## config.mk

```make
export PLATFORM = sky130hd
export DESIGN_NAME = tick_scheduler
export DESIGN_NICKNAME = d
export VERILOG_FILES = /design/src/rtl/tick_sched_pkg.sv /design/src/rtl/tick_prescaler.sv /design/src/rtl/tick_scheduler.sv
export SDC_FILE = /design/constraint.sdc
export NUM_CORES = 1
export LEC_CHECK = 0
export CAP_MARGIN = 10
export CELL_PAD_IN_SITES_DETAIL_PLACEMENT = 1
export CELL_PAD_IN_SITES_GLOBAL_PLACEMENT = 2
export CORE_UTILIZATION = 38
export CTS_CLUSTER_SIZE = 28
export DETAILED_ROUTE_END_ITERATION = 7
export PLACE_DENSITY = 0.9
export SYNTH_ARGS = -nofsm -noshare
export SYNTH_HDL_FRONTEND = slang
export SYNTH_SLANG_ARGS = --single-unit
```

## constraint.sdc

```tcl
create_clock -name clk -period 2.9 [get_ports clk]
set_input_delay 0.435 -clock clk [delete_from_list [all_inputs] [get_ports clk]]
set_output_delay 0.435 -clock clk [all_outputs]
set_load 0.01 [all_outputs]
```

## src/rtl/tick_sched_pkg.sv

```systemverilog
// tick_sched_pkg: shared types, defaults and width helpers for the tick scheduler.
package tick_sched_pkg;

  typedef enum logic {
    IDLE = 1'b0,
    RUN  = 1'b1
  } state_t;

  localparam int DEF_CLK_DIV = 100_000_000;
  localparam int DEF_NUM_CH  = 4;
  localparam int DEF_PER_W   = 16;

  // Bits needed to index n items, never less than one bit.
  function automatic int clog2_min1(input int n);
    return (n > 1) ? $clog2(n) : 1;
  endfunction

  // Width of the channel-select field for n channels.
  function automatic int ch_width(input int n);
    return clog2_min1(n);
  endfunction

endpackage

```

## src/rtl/tick_prescaler.sv

```systemverilog
// tick_prescaler: counts 0..CLK_DIV-1 while run is high and flags the wrap cycle.
// Held at 0 whenever run is low, so every run starts from a fresh phase.
module tick_prescaler
  import tick_sched_pkg::*;
#(
  parameter int CLK_DIV = DEF_CLK_DIV
) (
  input  logic clk,
  input  logic clr,
  input  logic run,
  output logic wrap
);

  localparam int            PW   = clog2_min1(CLK_DIV);
  localparam logic [PW-1:0] LAST = PW'(CLK_DIV - 1);

  logic [PW-1:0] cnt;

  // Combinational so the top can register base_tick and channel ticks on the same edge.
  assign wrap = run && (cnt == LAST);

  // Prescale counter: cleared when idle or on wrap, otherwise increments.
  always_ff @(posedge clk or negedge clr) begin
    if (!clr) begin
      cnt <= '0;
    end else if (!run || wrap) begin
      cnt <= '0;
    end else begin
      // NOTE: non-blocking (<=) for every flop so all registers update from pre-edge values.
      cnt <= cnt + 1'b1;
    end
  end

endmodule

```

## src/rtl/tick_scheduler.sv

```systemverilog
// tick_scheduler: one shared prescaler producing a base tick every CLK_DIV cycles, fanned out
// to NUM_CH channels that each pulse once every <period> base ticks. start/stop controlled.
// Optional feature: define TICK_SCHED_ONESHOT_EN to add input cfg_oneshot; a oneshot channel
// clears its enable after its first tick.
module tick_scheduler
  import tick_sched_pkg::*;
#(
  parameter  int CLK_DIV = DEF_CLK_DIV,
  parameter  int NUM_CH  = DEF_NUM_CH,
  parameter  int PER_W   = DEF_PER_W,
  localparam int CH_W    = ch_width(NUM_CH)
) (
  input  logic              clk,
  input  logic              clr,
  input  logic              start,
  input  logic              stop,
  input  logic              cfg_we,
  input  logic [CH_W-1:0]   cfg_ch,
  input  logic [PER_W-1:0]  cfg_period,
  input  logic              cfg_en,
`ifdef TICK_SCHED_ONESHOT_EN
  input  logic              cfg_oneshot,
`endif
  output logic              base_tick,
  output logic [NUM_CH-1:0] ch_tick,
  output logic              busy,
  output logic              cfg_err
);

  state_t state;
  logic   run;
  logic   wrap;
  logic   stop_evt;
  logic   ch_ok;

  // A stop sampled in RUN clears the prescaler on that same edge.
  assign stop_evt = (state == RUN) && stop;
  assign run      = (state == RUN) && !stop;
  assign busy     = (state == RUN);

  // Channel index range check only exists when NUM_CH leaves unused codes.
  if ((1 << CH_W) == NUM_CH) begin : g_ch_full
    assign ch_ok = 1'b1;
  end else begin : g_ch_partial
    assign ch_ok = (cfg_ch < CH_W'(NUM_CH));
  end

  tick_prescaler #(
    .CLK_DIV (CLK_DIV)
  ) u_prescaler (
    .clk  (clk),
    .clr  (clr),
    .run  (run),
    .wrap (wrap)
  );

  // Run/idle FSM plus registered base_tick and cfg_err pulses; stop wins over start.
  always_ff @(posedge clk or negedge clr) begin
    if (!clr) begin
      state     <= IDLE;
      base_tick <= 1'b0;
      cfg_err   <= 1'b0;
    end else begin
      base_tick <= wrap;
      cfg_err   <= cfg_we && !ch_ok;
      case (state)
        IDLE:    if (start && !stop) state <= RUN;
        RUN:     if (stop)           state <= IDLE;
        default:                     state <= IDLE;
      endcase
    end
  end

  for (genvar i = 0; i < NUM_CH; i++) begin : g_ch
    logic [PER_W-1:0] period;
    logic [PER_W-1:0] cnt;
    logic             en;
    logic             tick_q;
    logic             hit;
`ifdef TICK_SCHED_ONESHOT_EN
    logic             oneshot;
`endif

    assign hit        = cfg_we && (cfg_ch == CH_W'(i));
    assign ch_tick[i] = tick_q;

    // Channel countdown: a config write beats a stop reload, which beats a base-tick count.
    always_ff @(posedge clk or negedge clr) begin
      if (!clr) begin
        // NOTE: config registers are reset on purpose; a reset must not leave stale channel setup.
        period <= '0;
        cnt    <= '0;
        en     <= 1'b0;
        tick_q <= 1'b0;
`ifdef TICK_SCHED_ONESHOT_EN
        oneshot <= 1'b0;
`endif
      end else begin
        tick_q <= 1'b0;
        if (hit) begin
          period <= cfg_period;
          en     <= cfg_en;
          cnt    <= cfg_period;
`ifdef TICK_SCHED_ONESHOT_EN
          oneshot <= cfg_oneshot;
`endif
        end else if (stop_evt) begin
          cnt <= period;
        end else if (wrap && en && (period != '0)) begin
          if (cnt <= PER_W'(1)) begin
            tick_q <= 1'b1;
            cnt    <= period;
`ifdef TICK_SCHED_ONESHOT_EN
            if (oneshot) en <= 1'b0;
`endif
          end else begin
            cnt <= cnt - 1'b1;
          end
        end
      end
    end
  end

endmodule

```

-- After elaboration in Yosys (flattened, before gate mapping)
Index checks and enable logic that the tools add are counted.
- $add $sub $neg: 5
- magnitude comparators: 4
- eq/ne operators: 4
- mux-type cells: 36
- bitwise operators: 1
- reductions and logical operators: 28
- operators by type and width (kind ; number):
    $mux 16 ; 16
    $le 16x1->1 const B ; 4
    $reduce_bool 16->1 ; 4
    $sub 16x1->16 const B ; 4
    $add 27x1->27 const B ; 1
    $eq 27x27->1 const B ; 1
    $mux 27 ; 1
    $mux 1 ; 18
    $logic_and 1x1->1 ; 16
    $reduce_bool 3->1 ; 4
    $eq 2x2->1 const B ; 2
    $eq 2x1->1 const B ; 1
    $logic_not 1->1 ; 2
    $logic_not 2->1 ; 1
    $pmux 1 s2 ; 1
    $logic_or 1x1->1 ; 1
    $not 1->1 ; 1
- bits in registers: 165
- input port bits: 24
- output and inout port bits: 7
- logic and storage cells: 97

-- Logic depth before layout (Yosys ltp)
Gate-level depths: netlist of run 1.
- word-level depth: 8
- depth in mapped cells: 9

-- Modules after synthesis
From an unflattened synthesis of run 1, not the netlist that was laid out.
- cell total of the unflattened synthesis: 1053
- area, all modules: 8897.3 µm²
- modules (own cells, without submodules) (module ; times used ; cells an instance ; area each (µm²) ; sequential area each (µm²)):
    tick_scheduler ; 1 ; 882 ; 7348.3 ; 3453.3
    tick_prescaler ; 1 ; 171 ; 1549.0 ; 675.6

-- Worst setup path before layout of run 1
OpenSTA, ideal clock, no wires.
- path type: flip-flop to flip-flop
- start: reg g_ch[0].cnt[8]
- end: reg g_ch[0].cnt[9]
- data arrival time: 2.112 ns
- data required time: 2.772 ns
- path slack: 0.660 ns
- cell stages (with the launch flop): 9
- path buffers: 2
- path through: dfrtp_1 -> or4_4 -> or4_1 -> buf_2 -> o21ai_4 -> buf_6 -> nor3_1 -> a211oi_2 -> o31ai_1
- longest elaborated chain between the ends: 5
- elaborated cells between the ends (all ways): 6
- classes of those cells: add/sub (1); order compare (1); mux (4)
- ends and longest elaborated chain (element ; line ; text):
    from (decl) ; tick_scheduler.sv:76 ; logic [PER_W-1:0] cnt;
    from (signal assigned) ; tick_scheduler.sv:103 ; cnt <= cfg_period;
    from (signal assigned) ; tick_scheduler.sv:108 ; cnt <= period;
    from (signal assigned) ; tick_scheduler.sv:112 ; cnt <= period;
    $sub 16x1->16 / $le 16x1->1 (equally long branches) ; tick_scheduler.sv:117, tick_scheduler.sv:110 ;
    $mux 16 * ; tick_scheduler.sv:110 ; if (cnt <= PER_W'(1)) begin
    $mux 16 * ; tick_scheduler.sv:109 ; end else if (wrap && en && (period != '0)) begin
    $mux 16 * ; tick_scheduler.sv:107 ; end else if (stop_evt) begin
    $mux 16 * ; tick_scheduler.sv:100 ; if (hit) begin
Every way passes the cells marked *; elsewhere a longest branch is shown, timed or not. The select of a mux whose other input is x is not followed.
A chain may end at the register's enable or synchronous reset.

-- Worst setup path in the final report of run 1
- start: reg u_prescaler.cnt[11]
- end: reg g_ch[0].cnt[0]
- longest elaborated chain between the ends: 5
- ends and longest elaborated chain (element ; line ; text):
    from (decl) ; tick_prescaler.sv:17 ; logic [PW-1:0] cnt;
    from (signal assigned) ; tick_prescaler.sv:30 ; cnt <= cnt + 1'b1;
    $eq 27x27->1 ; tick_prescaler.sv:20 ; assign wrap = run && (cnt == LAST);
    $logic_and 1x1->1 ; tick_prescaler.sv:20 ;
    $logic_and 1x1->1 (2 in series) ; tick_scheduler.sv:109 ;
    $reduce_bool 3->1 (no line) ; -- ;
    to (signal assigned) ; tick_scheduler.sv:108 ;
    to (signal assigned) ; tick_scheduler.sv:112 ;
    to (signal assigned) ; tick_scheduler.sv:117 ; cnt <= cnt - 1'b1;
No other way between the ends.

==> impl_metrics.json, run 1 <==
{
  "cts_max_level": 4,
  "drive_above_1_share_pct": 9.264,
  "grt_pass1_vias": 8482,
  "antenna_found_initial": 0,
  "dp_slack_ns": 0.2934,
  "drt_iter0_drc": 460,
  "synth.avg_cell_area_sq_um": 8.522,
  "worst_pin_slew_ns": 0.8277,
  "root_buffer": "clkbuf_16",
  "ys_seq_area_share_pct": 45.75,
  "critPathCaptureType": "flip-flop",
  "pin_count": 31,
  "setup_viol": 0,
  "cp_slowest_cell": "or4_1",
  "rsz0062_at_grt": "false",
  "grt.total_usage_pct": 25.03,
  "critPathLaunchType": "flip-flop",
  "clk_latency_ns": 0.44,
  "yosys_warnings": 0,
  "slew_headroom_pct": 44.82,
  "clock.fmax_ghz": 0.3804,
  "status": "completed",
  "power.total_mw": 7.216,
  "fillers": 2800,
  "hold_class": "reg -> reg",
  "crit_buf_inv": 0,
  "die_height_um": 156.1,
  "final_hold_viol_count": 0,
  "power.leakage_nw": 4.341,
  "chipWidth_um": 156.1,
  "syn_nets": 1092,
  "synth-seq-cells": 165,
  "synth-edff-count": 0,
  "fin_setup_tns_ns": 0,
  "ys.flop_type": "dfrtp_1",
  "synth_area_sq_um": 9025,
  "drv_cap": 0,
  "power_density_nw_per_um2": 695.1,
  "period_needed_ns": 2.629,
  "clock-sinks": 165,
  "cp.required_ns": 3.18,
  "drt-total-wl_um": 28470,
  "vias_per_cell": 5.734,
  "synthToLayoutAreaGrowth_pct": 15.03,
  "die-area_sq_um": 24370,
  "vias": 8142,
  "fin_skew_ns": 0.01358,
  "crit_chain": "or4_1, nor4_4, nand3_1, o21a_1, a22oi_1, o21ai_0",
  "path_clk_slew_ns": 0.06,
  "async_reset_ff_share_pct": 100.0,
  "utilization_pct": 44.36,
  "crit_family": "simple AND/OR/NAND/NOR gates",
  "io_buffer_count": 29,
  "grt_max_degree": 50,
  "start_util_pct": 38.56,
  "fin_crit_sh_pct": 90.66,
  "synth.top_cells.by_area": "dfrtp_1, nand2_1, nor2_1",
  "slew_violations": 0,
  "gr-total-overflow": 0,
  "cts_tree": "yes",
  "final_nets": 1121,
  "drc_errors": 0,
  "coreArea_sq_um": 23400,
  "worst-setup-path-type": "reg -> reg",
  "ys_types": 74,
  "grt_first_pass_wirelength_um": 46960,
  "fin_area_sq_um": 10380,
  "worst-path-max-fanout": 25,
  "cts_made_buffers": 17,
  "rows": 56,
  "synth_top_area_share_pct": 45.75,
  "slowest_delay_ns": 0.58,
  "detail-route-antenna-nets": 0,
  "setup_slack_ns": 0.2709,
  "drt_pass1_iterations": 6,
  "clk_path_buf_depth": 2,
  "ir_drop_v": 0.0002720,
  "cts_resized": 0,
  "postPlaceCellArea_sq_um": 9772,
  "syn_inst": 1059,
  "num_antenna_cells": 0,
  "hpwl_um": 19260,
  "arrival_ns": 2.91,
  "wl_per_cell_um": 20.05,
  "globalplace.congestion": 0.8389,
  "synth.largest_area_cell": "dfrtp_1"
}
==> logic make-up (layout without fill, tap and decap cells) <==
group                    after synthesis  count (layout)  synth area share [%]
adder cells (fa/ha/maj)                9               9                 1.248
AND/OR/NAND/NOR                      536             536                 27.56
flip-flops                           165             165                 45.75
buffers and inverters                 75             117                 3.702
multiplexers                           8               8                0.9012
AO/OA/AOI/OAI                        223             223                 16.72
XOR/XNOR                              42              42                 4.076
other                                  1               1               0.04155
==> cell usage after synthesis, types with 6 or more instances <==
library cell and instances:
o31ai_1 13, o21ai_0 63, nand4_1 11, a211oi_1 20
or3_1 8, a31oi_1 24, o2bb2ai_1 6, and3_1 6
o21a_1 8, nor4_1 35, mux2i_1 7, and2_1 6
ha_1 9, a21oi_1 24, inv_1 18, dfrtp_1 165
o211ai_1 9, nor3_1 28, xnor2_1 29, clkbuf_1 29
buf_2 15, nor2_1 113, xor2_1 13, nand2_1 253
o21ai_1 6, or4_1 6, nand3_1 31, buf_4 7
==> layout by cell type (no fill, tap or decap), types with 5 or more instances in the layout <==
cell / instances
nand2_1: 253
dfrtp_1: 165
nor2_1: 112
o21ai_0: 63
nor4_1: 35
buf_4: 34
nand3_1: 31
xnor2_1: 29
nor3_1: 28
clkdlybuf4s50_1: 28
a21oi_1: 24
a31oi_1: 24
a211oi_1: 20
inv_1: 18
clkbuf_16: 17
xor2_1: 13
o31ai_1: 13
nand4_1: 11
o211ai_1: 9
ha_1: 9
or3_1: 8
o21a_1: 8
mux2i_1: 7
or4_1: 6
and2_1: 6
and3_1: 6
o21ai_1: 6
o2bb2ai_1: 6
a221o_1: 5
inv_6: 5
==> final timing paths <==
kind	startpoint	endpoint	slack (ns)	depth (start not counted)
worst max-delay path	u_prescaler.cnt[11]	g_ch[0].cnt[0]	0.27	6
worst min-delay path	u_prescaler.cnt[0]	u_prescaler.cnt[0]	0.48	1
worst max register to register	u_prescaler.cnt[11]	g_ch[0].cnt[0]	0.27	6
worst min register to register	u_prescaler.cnt[0]	u_prescaler.cnt[0]	0.48	1
max in group asynchronous	clr	u_prescaler.cnt[12]	1.67	3
min in group asynchronous	clr	g_ch[2].cnt[3]	0.49	2
==> per-stage QoR <==
step                hold slack (ns)  cells
floorplan                    0.1394   1059
global placement             0.4049   1387
detailed placement           0.4058   1387
CTS                          0.4877   1420
global route                 0.5108   1420
finish                       0.4780   1420
==> what timing repair did <==
action,4_1_cts,5_1_grt
endpoints found under the hold margin,39,0
setup buffers,0,0
hold buffers,1,0
==> cell type report <==
cell class	instances	area [sq um]	area share (%)
multi-input combinational	819	4569	44.02
sequential	165	4129	39.77
timing repair buffer	67	616.8	5.942
clock buffer	19	452.9	4.363
tap	319	399.1	3.845
clock inverter	13	146.4	1.410
inverter	18	67.56	0.6508
==> state kept, by name, summed over array words and instances (netlist names) <==
| register | flops |
|---|---|
| g_ch.cnt | 64 |
| g_ch.en | 4 |
| base_tick | 1 |
| busy | 1 |
| g_ch.period | 64 |
| u_prescaler.cnt | 27 |
| g_ch.tick_q | 4 |
==> metal layers <==
metal  GRT usage, %  up-vias  share of wire (%)
met5              0        -                  0
met4          7.890        0                2.0
met3          3.611       40                4.5
met2          41.09      181                 47
met1          33.91     4109                 46
li1               -     3812                  -
==> power by group <==
| group | internal (mW) | switching, mW | leakage (nW) |
|---|---|---|---|
| clock | 1.33 | 1.02 | 0.291 |
| combinational | 0.704 | 0.916 | 1.99 |
| sequential | 2.74 | 0.517 | 2.06 |
| total | 4.77 | 2.45 | 4.34 |
Note: power is estimated with default switching activity, not from simulation.
==> inputs of run 2 (changes only) <==
GPL_TIMING_DRIVEN = 0   (was not set)
==> impl_metrics.json, run 2 (synthesis results as in run 1) <==
{
  "status": "completed",
  "die-area_sq_um": 24370,
  "worst-path-max-fanout": 10,
  "drv_cap": 0,
  "path_clk_slew_ns": 0.07,
  "root_buffer": "clkbuf_16",
  "drive_above_1_share_pct": 8.289,
  "grt-busiest-layer": "met2",
  "layout_commonest_cell": "nand2_1",
  "reg2reg_slack_ns": 0.08,
  "reg_top3": "g_ch.cnt x64, g_ch.period x64, u_prescaler.cnt x27",
  "gr-total-overflow": 0,
  "worst_pin_slew_ns": 1.082,
  "worst-setup-path-type": "reg -> reg",
  "grt_first_pass_wirelength_um": 48180,
  "coreArea_sq_um": 23400,
  "p_switching_mw": 2.492,
  "grtUsageMet1_pct": 35.46,
  "vias": 8281,
  "power_density_nw_per_um2": 703.7,
  "clk_path_buf_depth": 2,
  "num_antenna_cells": 0,
  "globalplace.congestion": 0.8726,
  "grt_max_degree": 97,
  "slowest_delay_ns": 0.61,
  "cts_made_buffers": 17,
  "cts_hold_buf": 0,
  "critPathLaunchType": "flip-flop",
  "start_util_pct": 38.56,
  "period_needed_ns": 2.825,
  "cp_slowest_cell": "or4_1",
  "drt-total-wl_um": 30010,
  "antenna_found_initial": 0,
  "final_hold_viol_count": 0,
  "path_common_cell": "buf_4",
  "p_int_mw": 4.822,
  "io_buffer_count": 28,
  "crit_chain": "or4_1, nor4_4, buf_4, buf_4, a41oi_2, nand2_2, buf_2, o311ai_0, o21a_1",
  "pwr-share-comb_pct": 22.1,
  "slew_violations": 0,
  "hpwl_um": 20860,
  "cts_tree": "yes",
  "final_nets": 1142,
  "vias_per_cell": 5.747,
  "die_height_um": 156.1,
  "detail-route-antenna-nets": 0,
  "setup_slack_ns": 0.07529,
  "hold_class": "in -> async",
  "ir_drop_v": 0.0003101,
  "crit_buf_inv": 3,
  "grt_pass1_vias": 8453,
  "clock-sinks": 165,
  "fin_crit_sh_pct": 97.40,
  "chipWidth_um": 156.1,
  "gr-usage-met2_pct": 42.43,
  "layout_common_cells": "nand2_1, dfrtp_1, nor2_1, o21ai_0, nor4_1",
  "fin_area_sq_um": 10390,
  "crit_family": "simple AND/OR/NAND/NOR gates",
  "met3_usage_pct": 3.028,
  "drt_pass1_iterations": 5,
  "fin_skew_ns": 0.01235,
  "setup_viol": 0,
  "power.leakage_nw": 4.318,
  "critPathCaptureType": "flip-flop",
  "drc_errors": 0,
  "drt_iter0_drc": 637,
  "clock.fmax_ghz": 0.3540,
  "cts_max_level": 4,
  "clk_latency_ns": 0.44,
  "synthToLayoutAreaGrowth_pct": 15.17,
  "fillers": 2783,
  "wl_per_cell_um": 20.83,
  "swShare_pct": 34.07,
  "cp.required_ns": 3.22,
  "slew_headroom_pct": 27.30,
  "pin_count": 31,
  "rsz0062_at_grt": "true",
  "arrival_ns": 3.15,
  "p_seq_share_pct": 44.2,
  "dp_slack_ns": -0.1418,
  "clkPwrFrac_pct": 33.6,
  "rows": 56,
  "grt.total_usage_pct": 25.97,
  "postPlaceCellArea_sq_um": 9737
}
run 2: cell count changes in the layout (fill, tap and decap cells not counted), moves of 3 or more:
cell	change
clkbuf_1	+28
buf_4	-24
buf_2	+15
buf_1	+5
buf_12	-3
run 2: layer usage:
metal / vias up / part of all wire [%] / wire [um]
li1: 3858 / - / -
met1: 4177 / 45 / 13610
met2: 194 / 47 / 14160
met3: 52 / 4.6 / 1387
met4: 0 / 2.8 / 848
met5: - / 0 / 0
run 2: power groups by stage:
stage / registers, mW / clock network, mW / logic (mW)
floorplan: 3.10 / 0 / 1.17
global placement: 3.24 / 0 / 1.54
detailed placement: 3.26 / 0 / 1.60
CTS: 3.22 / 2.49 / 1.62
global route: 3.30 / 2.57 / 1.83
finish: 3.24 / 2.46 / 1.62
run 2: through the flow:
| step | setup TNS, ns | util (%) | total power [mW] | hold slack, ns | std cells |
|---|---|---|---|---|---|
| after global placement | -954.66 | 41.47 | 4.784 | 0.4680 | 1406 |
| after detailed placement | -0.9232 | 41.61 | 4.856 | 0.4723 | 1407 |
| after CTS | -0.02537 | 44.27 | 7.331 | 0.05408 | 1439 |
| after global routing | -0.008437 | 44.41 | 7.696 | 0.08314 | 1441 |
| final | 0 | 44.41 | 7.314 | 0.02431 | 1441 |
| after floorplan | 0 | - | 4.274 | 0.1394 | 1059 |
run 2: worst paths after layout:
| path | startpoint | end | cells past startpoint |
|---|---|---|---|
| min in group clk | cfg_period[13] | g_ch[2].period[13] | 3 |
| max in group asynchronous | clr | u_prescaler.cnt[1] | 2 |
| min reg2reg | g_ch[2].en | g_ch[2].en | 2 |
| min | clr | g_ch[2].period[2] | 1 |
| max reg2reg | u_prescaler.cnt[11] | g_ch[1].cnt[12] | 9 |
| max | u_prescaler.cnt[11] | g_ch[1].cnt[12] | 9 |
run 2: area by class of cell:
type / instances / area, sq um / share of cell area, %
tap: 319 / 399.1 / 3.840
clock buffer: 19 / 452.9 / 4.358
timing repair buffer: 32 / 335.3 / 3.226
sequential: 165 / 4129 / 39.73
clock inverter: 13 / 170.2 / 1.637
multi-input combinational: 819 / 4577 / 44.04
inverter: 18 / 67.56 / 0.6501
buffer: 56 / 262.8 / 2.528
run 2: worst reg2reg max path, cell delays in order, from the launching register on:
cell	delay, ns
dfrtp_1	0.43
or4_1	0.61
nor4_4	0.28
buf_4	0.18
buf_4	0.12
a41oi_2	0.24
nand2_2	0.25
buf_2	0.25
o311ai_0	0.20
o21a_1	0.15
run 2: timing repair:
action	CTS	global route
pin swaps	0	1
buffers inserted	0	3
endpoints found under the setup margin	2	39
resized for setup	0	4
